--- src/rtl/pe_conv_ctrl_if.sv ---
// -----------------------------------------------------------------------------
// pe_conv_ctrl_if
//   Valid/ready stream bundle between the tile buffers and the PE-array
//   sequencer: one channel for kernel weights, one for image activations.
//
//   Signals
//     wt_valid   weight source has a weight available
//     wt_ready   sequencer accepts a weight this cycle
//     act_valid  activation source has a pixel available
//     act_ready  sequencer accepts a pixel this cycle
//
//   Modports
//     master  tile-buffer side (drives valid, observes ready)
//     slave   sequencer side   (observes valid, drives ready)
// -----------------------------------------------------------------------------
interface pe_conv_ctrl_if;
  logic wt_valid;
  logic wt_ready;
  logic act_valid;
  logic act_ready;

  modport master (
    output wt_valid,
    input  wt_ready,
    output act_valid,
    input  act_ready
  );

  modport slave (
    input  wt_valid,
    output wt_ready,
    input  act_valid,
    output act_ready
  );
endinterface

--- src/rtl/pe_conv_ctrl.sv ---
// -----------------------------------------------------------------------------
// pe_conv_ctrl
//   Sequencer for a K x K array of PE_conv cells computing one convolution
//   tile. Loads K*K weights in raster order over the weight stream, then
//   streams img_w x img_h activations, driving the PE control strobes and
//   tagging each Psum with its output coordinate.
//
//   Ports
//     clk, rst                 clock (rising edge), async active-high reset
//     start                    begins a tile when idle (ignored otherwise)
//     abort                    synchronous abort back to idle, no done pulse
//     cfg_img_w, cfg_img_h     image dimensions, latched on accepted start
//     stream (slave)           weight / activation valid-ready handshakes
//     load_weight [K*K]        one-hot weight load strobe, bit i -> PE i
//     load_act                 broadcast activation load strobe
//     VF_store_ctrl            vertical-reuse buffer store enable
//     pe_enable                PE compute enable (Psum valid next edge)
//     psum_valid               PE Psum outputs valid this cycle
//     out_row, out_col         output coordinate of the current Psum
//     busy                     high in every state except idle
//     done                     one-cycle pulse at tile end
//     err                      sticky bad-config flag, cleared by next start
// -----------------------------------------------------------------------------
module pe_conv_ctrl #(
  parameter int K         = 3,
  parameter int DIM_BW    = 8,
  parameter int WT_IDX_BW = 4
) (
  input  logic                clk,
  input  logic                rst,
  input  logic                start,
  input  logic                abort,
  input  logic [DIM_BW-1:0]   cfg_img_w,
  input  logic [DIM_BW-1:0]   cfg_img_h,
  pe_conv_ctrl_if.slave       stream,
  output logic [K*K-1:0]      load_weight,
  output logic                load_act,
  output logic                VF_store_ctrl,
  output logic                pe_enable,
  output logic                psum_valid,
  output logic [DIM_BW-1:0]   out_row,
  output logic [DIM_BW-1:0]   out_col,
  output logic                busy,
  output logic                done,
  output logic                err
);

  localparam int                   KK      = K * K;
  localparam logic [WT_IDX_BW-1:0] WT_LAST = WT_IDX_BW'(KK - 1);
  localparam logic [WT_IDX_BW-1:0] WT_ONE  = WT_IDX_BW'(1);
  localparam logic [DIM_BW-1:0]    K_DIM   = DIM_BW'(K);
  localparam logic [DIM_BW-1:0]    K_M1    = DIM_BW'(K - 1);
  localparam logic [DIM_BW-1:0]    DIM_ONE = DIM_BW'(1);
  localparam logic [KK-1:0]        ONE_LSB = KK'(1);

  typedef enum logic [2:0] {
    S_IDLE    = 3'd0,
    S_LOAD_WT = 3'd1,
    S_STREAM  = 3'd2,
    S_DRAIN   = 3'd3,
    S_DONE    = 3'd4
  } state_t;

  state_t              state_r;
  state_t              state_nxt_s;

  logic [WT_IDX_BW-1:0] wt_cnt_r;
  logic [DIM_BW-1:0]    row_r;
  logic [DIM_BW-1:0]    col_r;
  logic [DIM_BW-1:0]    img_w_r;
  logic [DIM_BW-1:0]    img_h_r;
  logic                 err_r;
  logic                 drain_cnt_r;

  // Two-stage Psum tag pipeline: stage 1 mirrors pe_enable, stage 2 psum_valid.
  logic                 pe_en_r;
  logic [DIM_BW-1:0]    st_row_r;
  logic [DIM_BW-1:0]    st_col_r;
  logic                 psum_valid_r;
  logic [DIM_BW-1:0]    out_row_r;
  logic [DIM_BW-1:0]    out_col_r;

  logic                 start_ok_s;
  logic                 cfg_bad_s;
  logic                 abort_s;
  logic                 last_wt_s;
  logic                 last_col_s;
  logic                 last_row_s;
  logic                 last_px_s;
  logic                 win_valid_s;
  logic                 wt_hs_s;
  logic                 act_hs_s;

  logic                 wt_ready_s;
  logic                 act_ready_s;
  logic [KK-1:0]        load_weight_s;
  logic                 load_act_s;
  logic                 vf_s;
  logic                 done_s;

  assign start_ok_s  = start && (state_r == S_IDLE);
  assign cfg_bad_s   = (cfg_img_w < K_DIM) || (cfg_img_h < K_DIM);
  assign abort_s     = abort && (state_r != S_IDLE);
  assign last_wt_s   = (wt_cnt_r == WT_LAST);
  assign last_col_s  = (col_r == (img_w_r - DIM_ONE));
  assign last_row_s  = (row_r == (img_h_r - DIM_ONE));
  assign last_px_s   = last_col_s && last_row_s;
  // Window is complete once K-1 rows and K-1 columns precede the pixel.
  assign win_valid_s = (row_r >= K_M1) && (col_r >= K_M1);
  assign wt_hs_s     = wt_ready_s && stream.wt_valid;
  assign act_hs_s    = act_ready_s && stream.act_valid;

  // State register.
  always_ff @(posedge clk or posedge rst) begin
    if (rst) begin
      state_r <= S_IDLE;
    end else begin
      state_r <= state_nxt_s;
    end
  end

  // Next-state and handshake-driven strobes; abort suppresses every load.
  always_comb begin
    state_nxt_s   = state_r;
    wt_ready_s    = 1'b0;
    act_ready_s   = 1'b0;
    load_weight_s = '0;
    load_act_s    = 1'b0;
    vf_s          = 1'b0;
    done_s        = 1'b0;
    case (state_r)
      S_IDLE: begin
        if (start) begin
          if (cfg_bad_s) begin
            state_nxt_s = S_DONE;
          end else begin
            state_nxt_s = S_LOAD_WT;
          end
        end else begin
          state_nxt_s = S_IDLE;
        end
      end
      S_LOAD_WT: begin
        if (abort) begin
          state_nxt_s = S_IDLE;
        end else begin
          wt_ready_s = 1'b1;
          if (stream.wt_valid) begin
            load_weight_s = ONE_LSB << wt_cnt_r;
            if (last_wt_s) begin
              state_nxt_s = S_STREAM;
            end else begin
              state_nxt_s = S_LOAD_WT;
            end
          end else begin
            state_nxt_s = S_LOAD_WT;
          end
        end
      end
      S_STREAM: begin
        if (abort) begin
          state_nxt_s = S_IDLE;
        end else begin
          act_ready_s = 1'b1;
          if (stream.act_valid) begin
            load_act_s = 1'b1;
            // The bottom image row is never reused vertically.
            vf_s       = !last_row_s;
            if (last_px_s) begin
              state_nxt_s = S_DRAIN;
            end else begin
              state_nxt_s = S_STREAM;
            end
          end else begin
            state_nxt_s = S_STREAM;
          end
        end
      end
      S_DRAIN: begin
        if (abort) begin
          state_nxt_s = S_IDLE;
        end else if (drain_cnt_r) begin
          state_nxt_s = S_DONE;
        end else begin
          state_nxt_s = S_DRAIN;
        end
      end
      S_DONE: begin
        if (abort) begin
          state_nxt_s = S_IDLE;
        end else begin
          done_s      = 1'b1;
          state_nxt_s = S_IDLE;
        end
      end
      default: begin
        state_nxt_s = S_IDLE;
      end
    endcase
  end

  // Config latch, sticky error and weight/pixel position counters.
  always_ff @(posedge clk or posedge rst) begin
    if (rst) begin
      img_w_r  <= '0;
      img_h_r  <= '0;
      err_r    <= 1'b0;
      wt_cnt_r <= '0;
      row_r    <= '0;
      col_r    <= '0;
    end else if (abort_s) begin
      wt_cnt_r <= '0;
      row_r    <= '0;
      col_r    <= '0;
    end else if (start_ok_s) begin
      img_w_r  <= cfg_img_w;
      img_h_r  <= cfg_img_h;
      err_r    <= cfg_bad_s;
      wt_cnt_r <= '0;
      row_r    <= '0;
      col_r    <= '0;
    end else if (wt_hs_s) begin
      if (last_wt_s) begin
        wt_cnt_r <= '0;
        row_r    <= '0;
        col_r    <= '0;
      end else begin
        wt_cnt_r <= wt_cnt_r + WT_ONE;
      end
    end else if (act_hs_s) begin
      if (last_col_s) begin
        col_r <= '0;
        row_r <= row_r + DIM_ONE;
      end else begin
        col_r <= col_r + DIM_ONE;
      end
    end
  end

  // Two-cycle flush counter, restarted whenever DRAIN is not the current state.
  always_ff @(posedge clk or posedge rst) begin
    if (rst) begin
      drain_cnt_r <= 1'b0;
    end else if (state_r == S_DRAIN) begin
      drain_cnt_r <= !drain_cnt_r;
    end else begin
      drain_cnt_r <= 1'b0;
    end
  end

  // Psum tag pipeline: accepted pixel with a full window -> enable -> valid.
  always_ff @(posedge clk or posedge rst) begin
    if (rst) begin
      pe_en_r      <= 1'b0;
      st_row_r     <= '0;
      st_col_r     <= '0;
      psum_valid_r <= 1'b0;
      out_row_r    <= '0;
      out_col_r    <= '0;
    end else if (abort_s) begin
      pe_en_r      <= 1'b0;
      st_row_r     <= '0;
      st_col_r     <= '0;
      psum_valid_r <= 1'b0;
      out_row_r    <= '0;
      out_col_r    <= '0;
    end else begin
      pe_en_r      <= act_hs_s && win_valid_s;
      psum_valid_r <= pe_en_r;
      if (act_hs_s && win_valid_s) begin
        // Output coordinate is the top-left corner of the window.
        st_row_r <= row_r - K_M1;
        st_col_r <= col_r - K_M1;
      end
      if (pe_en_r) begin
        out_row_r <= st_row_r;
        out_col_r <= st_col_r;
      end
    end
  end

  assign stream.wt_ready  = wt_ready_s;
  assign stream.act_ready = act_ready_s;
  assign load_weight      = load_weight_s;
  assign load_act         = load_act_s;
  assign VF_store_ctrl    = vf_s;
  assign pe_enable        = pe_en_r;
  assign psum_valid       = psum_valid_r;
  assign out_row          = out_row_r;
  assign out_col          = out_col_r;
  assign busy             = (state_r != S_IDLE);
  assign done             = done_s;
  assign err              = err_r;

endmodule

--- src/flat_wrapper.sv ---
// flat-port wrapper written by rule: the top's interface ports become plain ports
module pe_conv_ctrl_flat 
#(
  parameter int K         = 3,
  parameter int DIM_BW    = 8,
  parameter int WT_IDX_BW = 4
)
  (clk, rst, start, abort, cfg_img_w, cfg_img_h, load_weight, load_act, VF_store_ctrl, pe_enable, psum_valid, out_row, out_col, busy, done, err, stream_wt_valid, stream_wt_ready, stream_act_valid, stream_act_ready);
  pe_conv_ctrl_if stream_i ();
  input  logic clk;
  input  logic rst;
  input  logic start;
  input  logic abort;
  input  logic [DIM_BW-1:0] cfg_img_w;
  input  logic [DIM_BW-1:0] cfg_img_h;
  output logic [K*K-1:0] load_weight;
  output logic load_act;
  output logic VF_store_ctrl;
  output logic pe_enable;
  output logic psum_valid;
  output logic [DIM_BW-1:0] out_row;
  output logic [DIM_BW-1:0] out_col;
  output logic busy;
  output logic done;
  output logic err;
  input wire logic [$bits(stream_i.wt_valid)-1:0] stream_wt_valid;
  output wire logic [$bits(stream_i.wt_ready)-1:0] stream_wt_ready;
  input wire logic [$bits(stream_i.act_valid)-1:0] stream_act_valid;
  output wire logic [$bits(stream_i.act_ready)-1:0] stream_act_ready;
  assign stream_i.wt_valid = stream_wt_valid;
  assign stream_wt_ready = stream_i.wt_ready;
  assign stream_i.act_valid = stream_act_valid;
  assign stream_act_ready = stream_i.act_ready;
  pe_conv_ctrl #(.K(K), .DIM_BW(DIM_BW), .WT_IDX_BW(WT_IDX_BW)) u_core (.clk(clk), .rst(rst), .start(start), .abort(abort), .cfg_img_w(cfg_img_w), .cfg_img_h(cfg_img_h), .stream(stream_i), .load_weight(load_weight), .load_act(load_act), .VF_store_ctrl(VF_store_ctrl), .pe_enable(pe_enable), .psum_valid(psum_valid), .out_row(out_row), .out_col(out_col), .busy(busy), .done(done), .err(err));
endmodule
--- config.mk ---
export PLATFORM = sky130hd
export DESIGN_NAME = pe_conv_ctrl_flat
export DESIGN_NICKNAME = d
export VERILOG_FILES = /design/src/rtl/pe_conv_ctrl_if.sv /design/src/rtl/pe_conv_ctrl.sv /design/src/flat_wrapper.sv
export SDC_FILE = /design/constraint.sdc
export NUM_CORES = 1
export LEC_CHECK = 0
export ABC_AREA = 0
export BUFFER_PORTS_ARGS = -buffer_cell sky130_fd_sc_hd__buf_2
export CAP_MARGIN = 20
export CORE_MARGIN = 2
export CORE_UTILIZATION = 45
export DETAILED_ROUTE_END_ITERATION = 16
export GPL_TIMING_DRIVEN = 0
export PLACE_DENSITY_LB_ADDON = 0.3
export SETUP_SLACK_MARGIN = 0.4
export SLEW_MARGIN = 5
export SYNTH_ARGS = -nofsm -noshare
export SYNTH_HDL_FRONTEND = slang
export SYNTH_SLANG_ARGS = --single-unit
--- constraint.sdc ---
create_clock -name clk -period 5.1 [get_ports clk]
set_clock_uncertainty 0.1 [all_clocks]
set_input_delay 0.255 -clock clk [delete_from_list [all_inputs] [get_ports clk]]
set_output_delay 0.255 -clock clk [all_outputs]
set_load 0.02 [all_outputs]
==> results of run 1 <==
cell type report:
| cell class | instances | area [sq um] | share of cell area |
|---|---|---|---|
| Inverter | 24 | 92.6 | 0.0189 |
| Sequential cell | 75 | 1880 | 0.384 |
| Multi-Input combinational cell | 338 | 2070 | 0.423 |
| Buffer | 24 | 104 | 0.0212 |
| Clock buffer | 10 | 138 | 0.0281 |
| Clock inverter | 6 | 71.3 | 0.0146 |
| Timing Repair Buffer | 67 | 405 | 0.0829 |
| Tap cell | 108 | 135 | 0.0276 |
repair_timing:
action,4_1_cts,5_1_grt
setup buffers,0,0
hold buffers,11,0
endpoints found under the hold margin,45,0
worst register-to-register path: cells and delay by family (launching register included):
| family | cells | cell delay (ns) |
|---|---|---|
| flip-flops | 1 | 0.45 |
| adder cells (fa/ha/maj) | 1 | 0.28 |
| buffers and inverters | 2 | 0.23 |
| AO/OA/AOI/OAI | 3 | 0.39 |
| AND/OR/NAND/NOR | 3 | 1.07 |
power breakdown:
group | total [uW] | internal (uW) | switching, uW
Sequential | 717 | 646 | 71.0
Combinational | 447 | 194 | 252
Clock | 484 | 243 | 240
cells in the final DEF (no fill, tap or decap), types with 3 or more instances in the layout:
master and instances:
or4_1 6, ha_1 16, nand2_1 62, clkbuf_8 10, mux2i_1 16, or2_2 3, inv_1 23, dlygate4sd3_1 11
nor2_1 36, nor2b_1 3, dfrtp_1 75, clkbuf_1 17, a211oi_1 3, nor4b_1 3, or3_1 5, nor3_1 13
buf_2 60, and3_1 4, nand2b_1 10, and2_1 6, xnor2_1 28, xor2_1 4, o21ai_0 41, nor4_1 4
a21oi_1 15, nand3_1 26, o22ai_1 4, o31ai_1 5, nand4_1 6
flip-flops by register name, indices dropped and copies added (netlist names):
name,flops
u_core.row_r,8
u_core.st_row_r,8
u_core.out_col,8
u_core.img_h_r,8
u_core.out_row,8
u_core.err,1
u_core.psum_valid,1
u_core.img_w_r,8
u_core.state_r,3
u_core.pe_enable,1
u_core.drain_cnt_r,1
u_core.st_col_r,8
u_core.col_r,8
u_core.wt_cnt_r,4
per-layer routing:
| layer | part of all wire | GRT usage |
|---|---|---|
| met4 | 0.011 | 0.0569 |
| met1 | 0.47 | 0.261 |
| met5 | 0 | 0 |
| met2 | 0.48 | 0.332 |
| met3 | 0.045 | 0.0404 |
stage by stage:
step                      instance area, sq um  worst slack [ns]  instances  power (uW)  hold slack, ns
after CTS                                 4890              2.30        652        1660         0.00219
after detailed placement                  4570              2.54        625        1170           0.204
final                                     4890              2.31        652        1650          0.0198
after global placement                    4550              1.97        624        1150           0.361
after global routing                      4890              2.13        652        1750          0.0241
after floorplan                           4140              2.67        461        1060           0.260
final timing paths:
| path | startpoint | end | slack (ns) | cells after the start |
|---|---|---|---|---|
| max in group asynchronous | rst | u_core.img_w_r[4] | 3.98 | 4 |
| min reg2reg | u_core.err | u_core.err | 0.41 | 2 |
| max reg2reg | u_core.img_w_r[0] | u_core.row_r[7] | 2.52 | 9 |
| min in group asynchronous | rst | u_core.st_row_r[4] | 0.35 | 3 |
| max | u_core.img_h_r[2] | VF_store_ctrl | 2.31 | 7 |
| min | cfg_img_h[3] | u_core.img_h_r[3] | 0.02 | 3 |
cell families after synthesis:
| group | count (synthesis) | share of synthesized area |
|---|---|---|
| buffers and inverters | 48 | 0.0469 |
| adders and majority gates | 16 | 0.0484 |
| DFF | 75 | 0.453 |
| AOI/OAI and AO/OA | 80 | 0.114 |
| and+or+nand+nor | 194 | 0.231 |
| xor gates and xnor gates | 32 | 0.0677 |
| muxes | 16 | 0.0387 |
==> flow_summary.yaml, run 1 <==
global_route:
  antenna_found_initial: 0
  grt_pass1_vias: 3392
  grt_pass1_wl_um: 15900
  grt_util_all_layers: 0.198
  grt_overflow: 0
  grt_max_degree: 41
pwr:
  ir_worst_vdd_mv: 0.221
  powerDensity_nw_per_um2: 337
  power.leakage_uw: 0.00229
place:
  hpwlAfterDp_um: 6790
  io_buffers: 55
  place.gp.congestion: 0.831
yosys:
  ys_top_cells_by_area: "dfrtp_1 45%, xnor2_1 5.9%, nand2_1 5.6%"
  ys_types: 44
  yosysTopAreaCell: "dfrtp_1"
  yosysSeqAreaShare: 0.453
  synth-seq-cells: 75
  avgSynthCellArea_sq_um: 8.98
  yosys_warnings: 0
  synth_most_common_cell: "dfrtp_1"
  synth_top_area_frac: 0.453
  syn_nets: 499
  synth_async_sr_flop_share: 1.00
  yosys-top-cells-count: "75 x dfrtp_1, 62 x nand2_1, 41 x o21ai_0"
  synth_cells: 461
  synth_edf_count: 0
  synth_area_sq_um: 4140
  synth_ff_type: "dfrtp_1"
critical_path:
  endpoint_kind: "primary output"
  arrival_ns: 2.44
  path_buf_inv: 1
  worstPathMaxFanout: 6
  worstPathRequired_ns: 4.74
  crit_family: "simple AND/OR/NAND/NOR gates"
  crit_path_start_kind: "flip-flop"
  max_stage_delay_ns: 0.58
  cp_cell_sequence: "nor4_1 -> o21ai_0 -> a32oi_1 -> a21oi_1 -> o2111ai_1 -> and2_1 -> buf_2"
  path_class: "flip-flop to primary output"
  slowest_stage: "nor4_1"
drt:
  ant_nets: 0
  vias: 3488
  dr.pass1.iters: 4
  viasPerCell: 5.35
  wirelength_um: 9200
  drt-initial-drc-count: 269
  avgRoutedWirePerCell_um: 14.1
  route.detailed.drc: 0
die:
  rows: 34
  ioPinCount: 56
  die-area_sq_um: 9980
  die_h_um: 99.9
  coreArea_sq_um: 8810
  start_util: 0.470
  die_w_um: 99.9
clocking:
  cts_tree: "yes"
  clk_path_buf_depth: 2
  root_buffer: "clkbuf_8"
  cts_buffers: 9
  clkSinkCount: 75
  htree_levels: 3
  post_cts_resized: 0
  clk_pin_slew_ns: 0.08
  clk_latency_ns: 0.36
sta:
  hold_viol_final: 0
  max_freq_mhz: 358
  slew_viol_final: 0
  tightest_slew_ns: 0.637
  finalSetupViolations: 0
  maxSlewHeadroom: 0.576
  min_period_over_period: 0.547
  tns_ns: 0
  layout_min_cycle_time_ns: 2.79
  rsz0062_at_grt: "no"
status:
  status: "complete, no violations"
layout:
  fillers: 788
  area_growth_pct: 18.2
  fin_util: 0.555
  layout-drive-gt1-share: 0.158
  diodes: 0
  nNetsFinal: 577
min_path:
  hold_path_class: "input pin to flip-flop"
run:
  maxCapViolations: 0
Note: power is estimated with default switching activity, not from simulation.
==> run 2: changes to the inputs <==
==> constraint.sdc (replaced) <==
create_clock -name clk -period 2.8 [get_ports clk]
set_clock_uncertainty 0.1 [all_clocks]
set_input_delay 0.14 -clock clk [delete_from_list [all_inputs] [get_ports clk]]
set_output_delay 0.14 -clock clk [all_outputs]
set_load 0.02 [all_outputs]
==> run 2 against run 1 <==
Sequential power increased by 83%. Largest cell class unchanged. Global-route usage rose by 0.55 points. Sequential share of layout area down 2.6 points. Die area stayed put. Critical path depth up 2. Combinational power rose by 120%. Register-to-register slack lost 2.1 ns. Final cell count increased by 3.8%. Clock power is 82% higher. Final area up 7.5%. Utilization is 4.2 points higher.
==> flow_summary.yaml, run 2 (synthesized netlist as in run 1, its figures left out) <==
status:
  status: "complete, no violations"
critical_path:
  max_stage_delay_ns: 0.48
  arrival_ns: 2.60
  crit_family: "simple AND/OR/NAND/NOR gates"
  startpoint: "u_core.img_w_r[1]"
  rr_worst_depth: 9
  slowest_stage: "or4_1"
  worstPathMaxFanout: 8
  worstPathRequired_ns: 2.99
  path_buf_inv: 2
  cp.depth: 9
  crit_path_start_kind: "flip-flop"
  endpoint_kind: "flip-flop"
  rr_endpoint: "u_core.row_r[7]"
  cp_cell_sequence: "inv_2 -> ha_4 -> or3_1 -> a31oi_1 -> and3_4 -> a21oi_4 -> buf_6 -> or4_1 -> a21oi_2"
  reg2reg_slack_ns: 0.40
  r2r-start: "u_core.img_w_r[1]"
  path_class: "flip-flop to flip-flop"
  endpoint: "u_core.row_r[7]"
layout:
  final_area_sq_um: 5260
  nNetsFinal: 602
  layout-drive-gt1-share: 0.237
  diodes: 0
  final_common_cell: "dfrtp_1"
  fin_util: 0.597
  area_growth_pct: 27.1
  final_cell_mix: "71 x dfrtp_1, 59 x nand2_1, 58 x buf_2, 39 x o21ai_0, 34 x nor2_1"
clocking:
  clkSinkCount: 75
  clk_latency_ns: 0.35
  clk_pin_slew_ns: 0.08
  root_buffer: "clkbuf_8"
  cts_tree: "yes"
  htree_levels: 3
  clk_path_buf_depth: 2
  cts_buffers: 9
sta:
  max_freq_mhz: 416
  maxSlewHeadroom: 0.581
  min_period_over_period: 0.859
  slew_viol_final: 0
  finalSetupViolations: 0
  whs_ns: 0.0813
  rsz0062_at_grt: "yes"
  setup_ws_ns: 0.396
  hold_viol_final: 0
  tightest_slew_ns: 0.629
  layout_min_cycle_time_ns: 2.40
drt:
  dr.pass1.iters: 5
  vias: 3668
  wirelength_um: 9850
  avgRoutedWirePerCell_um: 14.5
  drt-initial-drc-count: 198
  route.detailed.drc: 0
  viasPerCell: 5.42
  ant_nets: 0
global_route:
  antenna_found_initial: 0
  grt_use_met1: 0.269
  grt_pass1_wl_um: 16300
  grt-busiest-layer: "met2"
  grt_use_met2: 0.334
  grt_pass1_vias: 3499
  grt_util_all_layers: 0.203
  grt_max_degree: 42
  use_met3: 0.0467
  grt_overflow: 0
pwr:
  power.leakage_uw: 0.00245
  ir_worst_vdd_mv: 0.364
  powerDensity_nw_per_um2: 607
die:
  coreArea_sq_um: 8810
  die-area_sq_um: 9980
  ioPinCount: 56
  die_h_um: 99.9
  die_w_um: 99.9
  start_util: 0.470
  rows: 34
place:
  place.gp.congestion: 0.845
  io_buffers: 55
  hpwlAfterDp_um: 6760
  dpl-instance-area_sq_um: 4580
  place_ws_ns: 0.214
min_path:
  hold_path_class: "input pin to flip-flop"
  hold_depth: 4
run:
  maxCapViolations: 0
==> run 2: changes by cell type in the layout (fill, tap and decap cells not counted), moves of 4 or more <==
cell	before	now
dfrtp_2	0	4
dlygate4sd3_1	11	17
clkbuf_2	0	4
dfrtp_1	75	71
clkbuf_1	17	12
buf_4	0	19
==> run 2: worst register-to-register path: cells and delay by family (launching register included) <==
| kind | cells | cell delay [ns] |
|---|---|---|
| AOI/OAI and AO/OA | 3 | 0.40 |
| DFF | 1 | 0.38 |
| buffers and inverters | 2 | 0.21 |
| adders and majority gates | 1 | 0.18 |
| and+or+nand+nor | 3 | 1.08 |
==> run 2: what timing repair did <==
action / 4_1_cts / 5_1_grt
setup endpoints to repair: 17 / 37
resized for setup: 13 / 35
pin swaps: 7 / 14
endpoints found under the hold margin: 50 / 0
buffers inserted: 9 / 10
hold buffers: 17 / 0
==> run 2: stage by stage <==
| step | power (uW) | TNS [ns] | cells |
|---|---|---|---|
| 3_5_place_dp | 2130 | 0 | 625 |
| 2_1_floorplan | 1920 | 0 | 461 |
| 5_1_grt | 3390 | 0 | 677 |
| 6_report | 3190 | 0 | 677 |
| 4_1_cts | 3110 | 0 | 667 |
| 3_3_place_gp | 2090 | -15.88 | 624 |
==> run 2: how the worst min path moves through the flow <==
stage	from	end	slack [ns]
final	start	u_core.img_w_r[6]	0.08
after global routing	start	u_core.img_w_r[6]	0.11
after CTS	start	u_core.img_w_r[1]	0.15
after detailed placement	rst	u_core.st_row_r[1]	0.08
after global placement	cfg_img_w[7]	u_core.img_w_r[7]	0.25
after floorplan	cfg_img_h[2]	u_core.img_h_r[2]	0.15
==> run 2: metal layers <==
metal | up-vias | wire length [um]
met5 | - | 0
met4 | 0 | 178
met3 | 20 | 430
met2 | 91 | 4790
met1 | 1763 | 4460
li1 | 1794 | -
==> run 2: cell type report <==
cell class                 instances  area (sq um)
buffer                            24           115
clock buffer                      10           138
clock inverter                     6          71.3
fill                             745          3550
inverter                          24          92.6
multi-input combinational        338          2210
sequential                        75          1880
tap                              108           135
timing repair buffer              92           618
==> run 2: power by group <==
group / internal, uW / switching (uW)
registers: 1180 / 134
logic: 461 / 539
clock network: 444 / 437
==> run 3: changes to the inputs <==
==> constraint.sdc (replaced) <==
create_clock -name clk -period 1.98 [get_ports clk]
set_clock_uncertainty 0.1 [all_clocks]
set_input_delay 0.099 -clock clk [delete_from_list [all_inputs] [get_ports clk]]
set_output_delay 0.099 -clock clk [all_outputs]
set_load 0.02 [all_outputs]
==> run 3 against run 2 <==
Sequential cell count is the same. Global-route usage grew 4.5 points. Die area is the same. The flow now finishes with violations (setup timing). Hold slack lost 0.062 ns.
==> flow_summary.yaml, run 3 (synthesized netlist as in run 1, its figures left out) <==
critical_path:
  arrival_ns: 2.34
  crit_path_start_kind: "flip-flop"
  endpoint: "VF_store_ctrl"
  reg2reg_slack_ns: -0.40
  startpoint: "u_core.img_h_r[1]"
  rr_endpoint: "u_core.row_r[0]"
  endpoint_kind: "primary output"
  path_class: "flip-flop to primary output"
  worstPathRequired_ns: 1.78
  rr_worst_depth: 13
  worstPathMaxFanout: 8
  r2r-start: "u_core.img_w_r[1]"
pwr:
  powerDensity_nw_per_um2: 821
  power_uw: 5530
  power.leakage_uw: 0.00301
  ir_worst_vdd_mv: 0.637
sta:
  setup_ws_ns: -0.564
  maxSlewHeadroom: 0.678
  min_period_over_period: 1.28
  hold_viol_final: 0
  rsz0062_at_grt: "yes"
  layout_min_cycle_time_ns: 2.54
  slew_viol_final: 0
  finalSetupViolations: 42
  max_freq_mhz: 393
  tightest_slew_ns: 0.482
layout:
  nNetsFinal: 660
  fin_util: 0.765
  final_cell_mix: "62 x dfrtp_1, 48 x buf_4, 42 x buf_2, 41 x buf_6, 36 x nand2_1"
  layout-drive-gt1-share: 0.518
  area_growth_pct: 62.8
  diodes: 0
  final_common_cell: "dfrtp_1"
die:
  die_w_um: 99.9
  start_util: 0.470
  ioPinCount: 56
  die-area_sq_um: 9980
  rows: 34
  coreArea_sq_um: 8810
  die_h_um: 99.9
clocking:
  clk_path_buf_depth: 2
  clkSinkCount: 75
  cts_buffers: 9
  htree_levels: 3
  clk_latency_ns: 0.37
  cts_tree: "yes"
  root_buffer: "clkbuf_8"
  clk_pin_slew_ns: 0.08
drt:
  vias: 4275
  wirelength_um: 14400
  viasPerCell: 5.82
  avgRoutedWirePerCell_um: 19.7
  dr.pass1.iters: 5
  ant_nets: 0
  route.detailed.drc: 0
  drt-initial-drc-count: 350
global_route:
  grt_overflow: 0
  grt_util_all_layers: 0.249
  grt_pass1_wl_um: 19800
  grt_max_degree: 31
  grt_pass1_vias: 4156
  antenna_found_initial: 0
place:
  hpwlAfterDp_um: 7000
  io_buffers: 55
  place.gp.congestion: 0.815
status:
  violations: "setup timing"
  status: "finished with violations"
min_path:
  hold_path_class: "input pin to flip-flop"
run:
  maxCapViolations: 0
run 3: cell types whose count changed in the layout (fill, tap and decap cells not counted), moves of 16 or more:
cell | before | now
o21ai_1 | 3 | 21
buf_4 | 19 | 48
buf_6 | 3 | 41
nand3_1 | 26 | 9
buf_2 | 58 | 42
o21ai_0 | 39 | 8
nand2_1 | 59 | 36
run 3: layer usage:
metal	global-route usage	vias to the layer above	share of wire
li1	-	1910	-
met1	0.297	2111	0.38
met2	0.450	186	0.54
met3	0.0481	68	0.043
met4	0.0822	0	0.045
met5	0	-	0
run 3: worst min path at each step:
stage / from / to / slack, ns / cells after the start
2_1_floorplan: cfg_img_h[2] / u_core.img_h_r[2] / 0.10 / 2
3_3_place_gp: cfg_img_h[6] / u_core.img_h_r[6] / 0.21 / 3
3_5_place_dp: rst / u_core.wt_cnt_r[0] / 0.04 / 2
4_1_cts: start / u_core.img_w_r[6] / 0.05 / 4
5_1_grt: start / u_core.state_r[2] / 0.02 / 3
6_report: start / u_core.img_w_r[5] / 0.02 / 4
run 3: layout make-up:
class	instances	area [sq um]
Tap cell	108	135
Multi-Input combinational cell	338	2800
Buffer	24	265
Sequential cell	75	1890
Timing Repair Buffer	150	1330
Fill cell	527	2070
Clock buffer	9	124
Inverter	24	101
Clock inverter	6	90.1
run 3: critical path, stage by stage (launching register included):
cell and delay (ns):
dfrtp_1 0.45, inv_2 0.11, ha_4 0.15, buf_8 0.13, o21ai_1 0.10, a32oi_1 0.35, a21oi_2 0.11, o2111ai_2 0.27
and2_4 0.21, buf_6 0.11
run 3: metrics by stage:
step / std cells / worst slack, ns / cell area [sq um] / hold slack (ns) / setup TNS [ns]
final: 734 / -0.564 / 6740 / 0.0193 / -7.18
after global routing: 734 / -0.605 / 6740 / 0.0190 / -10.18
after CTS: 715 / -0.244 / 6200 / 0.0500 / -2.60
after detailed placement: 626 / -0.567 / 4860 / 0.0387 / -7.13
after global placement: 624 / -0.518 / 4820 / 0.207 / -6.08
after floorplan: 461 / -0.222 / 4410 / 0.104 / -1.24
run 3: report_power, final:
group / leakage [uW] / switching [uW] / total, uW / internal (uW)
Sequential: 0.000994 / 202 / 1880 / 1670
Combinational: 0.00191 / 1200 / 2310 / 1110
Clock: 0.000106 / 642 / 1350 / 708
run 3: what timing repair did:
action | CTS | global route
endpoints found under the setup margin | 87 | 81
cloned | 5 | 0
buffers inserted | 52 | 19
endpoints found under the hold margin | 90 | 0
gates resized for setup | 137 | 116
hold buffers | 17 | 0
pin swaps | 30 | 29
